--- src/rtl/mic_delay_sum.sv ---
// Delay-and-sum beamformer: CHANNELS PCM streams go into a circular sample RAM.
// Each channel is read back at its own delay and the samples are summed at full precision.
module mic_delay_sum #(
    parameter int CHANNELS = 4,
    parameter int WIDTH    = 16,
    parameter int DEPTH    = 64,
    localparam int AW      = $clog2(DEPTH),
    localparam int CW      = $clog2(CHANNELS)
) (
    input  logic                          CLK,
    input  logic                          rst,
    input  logic                          in_valid,
    input  logic [CHANNELS*WIDTH-1:0]     in_data,
    input  logic                          delay_we,
    input  logic [CW-1:0]                 delay_ch,
    input  logic [AW-1:0]                 delay_val,
    output logic                          out_valid,
    output logic signed [WIDTH+CW-1:0]    out_sum,
    output logic                          busy,
    output logic                          overrun
);
    localparam int SW = WIDTH + CW;
    localparam int RW = CW + AW;

    typedef enum logic [2:0] {CLEAR, IDLE, WRITE, READ, DONE} state_t;

    state_t                    state_reg;
    logic [RW-1:0]             clr_cnt_reg;
    logic [AW-1:0]             wp_reg;
    logic [CW:0]               cnt_reg;
    logic [AW-1:0]             delay_reg [CHANNELS];
    logic [AW-1:0]             snap_reg  [CHANNELS];
    logic signed [WIDTH-1:0]   data_reg  [CHANNELS];
    logic signed [SW-1:0]      acc_reg;

    logic signed [WIDTH-1:0]   in_lane [CHANNELS];
    logic signed [WIDTH-1:0]   mem [CHANNELS*DEPTH];
    logic signed [WIDTH-1:0]   rd_data_reg;
    logic signed [SW-1:0]      rd_ext;
    logic                      ram_we;
    logic [RW-1:0]             ram_waddr;
    logic [RW-1:0]             ram_raddr;
    logic signed [WIDTH-1:0]   ram_wdata;
    logic [CW-1:0]             ch_idx;

    generate
        for (genvar gi = 0; gi < CHANNELS; gi++) begin : g_lane
            assign in_lane[gi] = in_data[gi*WIDTH +: WIDTH];
        end
    endgenerate

    assign ch_idx = cnt_reg[CW-1:0];
    assign rd_ext = {{CW{rd_data_reg[WIDTH-1]}}, rd_data_reg};
    assign busy   = (state_reg != IDLE);

    // Single write port serves both the zero-fill sweep and frame writes
    always_comb begin
        ram_we    = 1'b0;
        ram_waddr = clr_cnt_reg;
        ram_wdata = '0;
        ram_raddr = {ch_idx, AW'(wp_reg - snap_reg[ch_idx])};
        case (state_reg)
            CLEAR: ram_we = 1'b1;
            WRITE: begin
                ram_we    = 1'b1;
                ram_waddr = {ch_idx, wp_reg};
                ram_wdata = data_reg[ch_idx];
            end
            default: ;
        endcase
    end

    always_ff @(posedge CLK) begin
        if (ram_we)
            mem[ram_waddr] <= ram_wdata;
        rd_data_reg <= mem[ram_raddr];
    end

    always_ff @(posedge CLK) begin
        if (rst) begin
            state_reg   <= CLEAR;
            clr_cnt_reg <= '0;
            wp_reg      <= '0;
            cnt_reg     <= '0;
            acc_reg     <= '0;
            out_sum     <= '0;
            out_valid   <= 1'b0;
            overrun     <= 1'b0;
            delay_reg   <= '{default: '0};
            snap_reg    <= '{default: '0};
            data_reg    <= '{default: '0};
        end else begin
            out_valid <= 1'b0;
            overrun   <= in_valid && (state_reg != IDLE);
            if (delay_we)
                delay_reg[delay_ch] <= delay_val;

            case (state_reg)
                CLEAR: begin
                    clr_cnt_reg <= clr_cnt_reg + 1'b1;
                    if (clr_cnt_reg == '1)
                        state_reg <= IDLE;
                end
                IDLE: begin
                    if (in_valid) begin
                        data_reg  <= in_lane;
                        snap_reg  <= delay_reg;
                        cnt_reg   <= '0;
                        state_reg <= WRITE;
                    end
                end
                WRITE: begin
                    if (cnt_reg == (CW+1)'(CHANNELS - 1)) begin
                        cnt_reg   <= '0;
                        state_reg <= READ;
                    end else begin
                        cnt_reg <= cnt_reg + 1'b1;
                    end
                end
                READ: begin
                    // Read data lags the issue by one cycle; the last word lands in the drain cycle
                    if (cnt_reg == (CW+1)'(CHANNELS)) begin
                        out_sum   <= acc_reg + rd_ext;
                        out_valid <= 1'b1;
                        cnt_reg   <= '0;
                        state_reg <= DONE;
                    end else begin
                        if (cnt_reg == '0)
                            acc_reg <= '0;
                        else
                            acc_reg <= acc_reg + rd_ext;
                        cnt_reg <= cnt_reg + 1'b1;
                    end
                end
                DONE: begin
                    wp_reg    <= wp_reg + 1'b1;
                    state_reg <= IDLE;
                end
                default: state_reg <= CLEAR;
            endcase
        end
    end
endmodule
--- config.mk ---
export PLATFORM = sky130hd
export DESIGN_NAME = mic_delay_sum
export DESIGN_NICKNAME = d
export VERILOG_FILES = /design/src/rtl/mic_delay_sum.sv
export SDC_FILE = /design/constraint.sdc
export NUM_CORES = 2
export LEC_CHECK = 0
export BUFFER_PORTS_ARGS = -buffer_cell sky130_fd_sc_hd__buf_2
export CAP_MARGIN = 20
export CORE_ASPECT_RATIO = 2
export CORE_MARGIN = 2
export CORE_UTILIZATION = 30
export DETAILED_ROUTE_END_ITERATION = 10
export PLACE_DENSITY_LB_ADDON = 0.05
export SYNTH_ARGS = -nofsm -noshare
export SYNTH_HDL_FRONTEND = slang
export SYNTH_SLANG_ARGS = --single-unit
--- constraint.sdc ---
create_clock -name CLK -period 6.2 [get_ports CLK]
set_clock_uncertainty 0.1 [all_clocks]
set_input_delay 0.93 -clock CLK [delete_from_list [all_inputs] [get_ports CLK]]
set_output_delay 0.93 -clock CLK [all_outputs]
set_load 0.02 [all_outputs]
==> impl_metrics.csv <==
group,metric,value,unit
die,die_area,559000,um^2
power_and_ir_drop,power_switching,13100,uW
timing,timing.final.crit_share,0.964,
grt,grt_first_pass_wirelength,787000,um
logic_synthesis,yosys.area.top_type,"edfxtp_1",
logic_synthesis,synth_area_leaders,"edfxtp_1 (74%), mux4_2 (15%), dfxtp_1 (2.2%)",
worst_setup_path,worstPathMaxFanout,44,
timing,rsz0062_at_grt,"false",
clock_network,clock-root-buffer,"clkbuf_16",
timing,period_needed,5980,ps
worst_setup_path,cp-end-kind,"flip-flop",
clock_network,h-tree-depth,5,
power_and_ir_drop,power_leakage,0.0641,uW
grt,grt_pass1_vias,88756,
placed_design,numPortBuffers,96,
final_layout,largest_register_ffs,4096,
power_and_ir_drop,vdd_drop_max,0.000250,V
worst_setup_path,timing.rr.end,"rd_data_reg[8]",
flow_run,maxCapViolations,0,
timing,setup_viol,0,
final_layout,design_area,193000,um^2
final_layout,fin_nets,8880,
clock_network,cts_sinks,4282,
worst_setup_path,r2r-start,"cnt_reg[0]",
routing,drt_first_pass_iters,8,
power_and_ir_drop,p_clk_frac,0.434,
placed_design,dp_hpwl,366000,um
clock_network,clock_path_buffers,4,
logic_synthesis,synth_most_common_cell,"edfxtp_1",
placed_design,dpl_cell_area,179000,um^2
logic_synthesis,syn_inst,8160,
grt,overflow,0,
logic_synthesis,synthTopCellsByCount,"edfxtp_1 (4096), mux4_2 (1085), nand2_1 (923)",
routing,ant_nets,0,
logic_synthesis,synth_nets,8266,
timing,tns,0,ps
grt,grt_use_total,0.204,
grt,antenna_found_initial,32,
die,dieHeight,1060,um
worst_setup_path,cp.arrival,6770,ps
logic_synthesis,yosys.cell_types.count,57,
timing,worstMarginPinSlew,1630,ps
die,start_util,0.301,
power_and_ir_drop,pwr-share-comb,0.036,
worst_setup_path,worstPathRequired,6990,ps
die,die_w,530,um
worst_hold_path,hold_end,"data_reg[38]",
routing,drtIter0Drc,6613,
worst_hold_path,min_from,"in_data[22]",
timing,fmax,167,MHz
routing,routed_wl,578000,um
routing,vias,83000,
worst_setup_path,rr_worst_depth,11,
die,ioPinCount,97,
logic_synthesis,synth_seq_area_share,0.764,
outcome,outcome,"complete, but fails checks",
timing,whs,125,ps
clock_network,path_clk_slew,70,ps
timing,final_hold_viol_count,0,
routing,vias_per_cell,5.03,
placed_design,gp_congestion,0.787,
routing,wl_per_cell,35.0,um
logic_synthesis,ys_warn_count,0,
logic_synthesis,avgSynthCellArea,20.3,um^2
worst_setup_path,critPathLaunchType,"flip-flop",
outcome,failed_checks,"max-slew violations",
worst_hold_path,hold_path.class,"in2reg",
clock_network,cts_hold_buf,0,
power_and_ir_drop,p_int,46500,uW
power_and_ir_drop,netSwitchingFraction,0.220,
worst_setup_path,r2r_slack,220,ps
clock_network,clk_latency,950,ps
worst_hold_path,hold_depth,3,
die,core-area,552000,um^2
timing,maxSlewViolCount,99,
logic_synthesis,synth_edf_count,4096,
logic_synthesis,synth_ff_type,"edfxtp_1",
final_layout,drive_gt1_frac,0.275,
routing,route.detailed.drc,0,
grt,grt_max_degree,169,
power_and_ir_drop,power,59600,uW
power_and_ir_drop,power_frac_seq,0.530,
clock_network,cts_tree,"yes",
final_layout,nFillCells,51748,
timing,slew-limit-headroom,-0.0889,
worst_setup_path,critPathKind,"reg2reg",
clock_network,cts_resized,0,
logic_synthesis,synth_area,166000,um^2
logic_synthesis,synth_seq_cells,4282,
power_and_ir_drop,power_density,309,nW/um^2
logic_synthesis,synthDominantCellAreaShare,0.741,
clock_network,cts_buffers,402,
die,rows,386,
logic_synthesis,ys_async_sr_fraction,0,
final_layout,area_growth,16.2,%
clock_network,post_cts_buffers,0,
## cells in the final DEF, fill, tap and decap left out, types with 61 or more instances in the layout
cell	n
nand2_1	906
clkbuf_16	408
edfxtp_1	4096
buf_4	493
clkinv_2	61
dfxtp_1	184
mux4_2	1085
nor2_2	79
a21oi_1	142
a311oi_1	66
buf_12	89
clkbuf_1	79
clkinv_1	82
mux2i_1	165
nor2_1	275
buf_2	99
nand3_1	173
## through the flow
step	cells	setup WS, ps	util
2_1_floorplan	8160	300	-
6_report	16496	223	0.350
3_3_place_gp	15722	-60.1	0.325
3_5_place_dp	15741	2.13	0.325
5_1_grt	16488	144	0.350
4_1_cts	16483	12.0	0.350
## worst max path at each step
stage / cells after the start / to / from
finish: 11 / rd_data_reg[8] / cnt_reg[0]
global route: 13 / rd_data_reg[8] / cnt_reg[0]
CTS: 12 / rd_data_reg[8] / cnt_reg[0]
detailed placement: 11 / rd_data_reg[8] / cnt_reg[0]
global placement: 12 / rd_data_reg[8] / cnt_reg[0]
floorplan: 4 / mem[0][10] / cnt_reg[0]
## cells by family after synthesis
kind of cell,synth area share
flops,0.764
simple gates,0.0405
mux,0.157
buf+inv,0.0155
compound gates,0.0191
xor+xnor,0.00182
fa+ha+maj,0.00235
## area by class of cell
class / count / area (um^2) / share of cell area
clock inverters: 237 / 2670 / 0.0138
multi-input cells: 3381 / 37200 / 0.193
clock buffers: 505 / 10800 / 0.0557
flip-flops and latches: 4282 / 127000 / 0.657
diodes: 12 / 30.0 / 0.000156
well taps: 7372 / 9220 / 0.0478
inverters: 14 / 52.6 / 0.000272
repair buffers: 693 / 6240 / 0.0324
## critical path, cell delays in order (launching register included)
cell	delay (ps)
dfxtp_2	380
mux4_2	580
ha_4	200
fa_4	1140
buf_12	370
buf_4	340
mux4_2	270
nand2_1	70
a32oi_1	810
nand4_1	800
nand3_1	610
or3_1	170
## per-layer routing
metal	vias to the layer above	part of all wire	track usage	wire length (um)
met5	-	0	0	0
met4	0	0.032	0.0593	18200
met3	554	0.031	0.0176	18200
met2	1768	0.56	0.392	323000
met1	46123	0.38	0.237	218000
li1	34555	-	-	-
## power groups by stage
stage	Sequential [uW]	Combinational, uW	Clock [uW]
final	31600	2130	25900
after global placement	32200	2200	0
after detailed placement	32200	2200	0
after global routing	31600	2200	27500
after floorplan	32100	844	0
after CTS	31600	2210	26600
No activity file was read; power rests on OpenSTA's default activity.
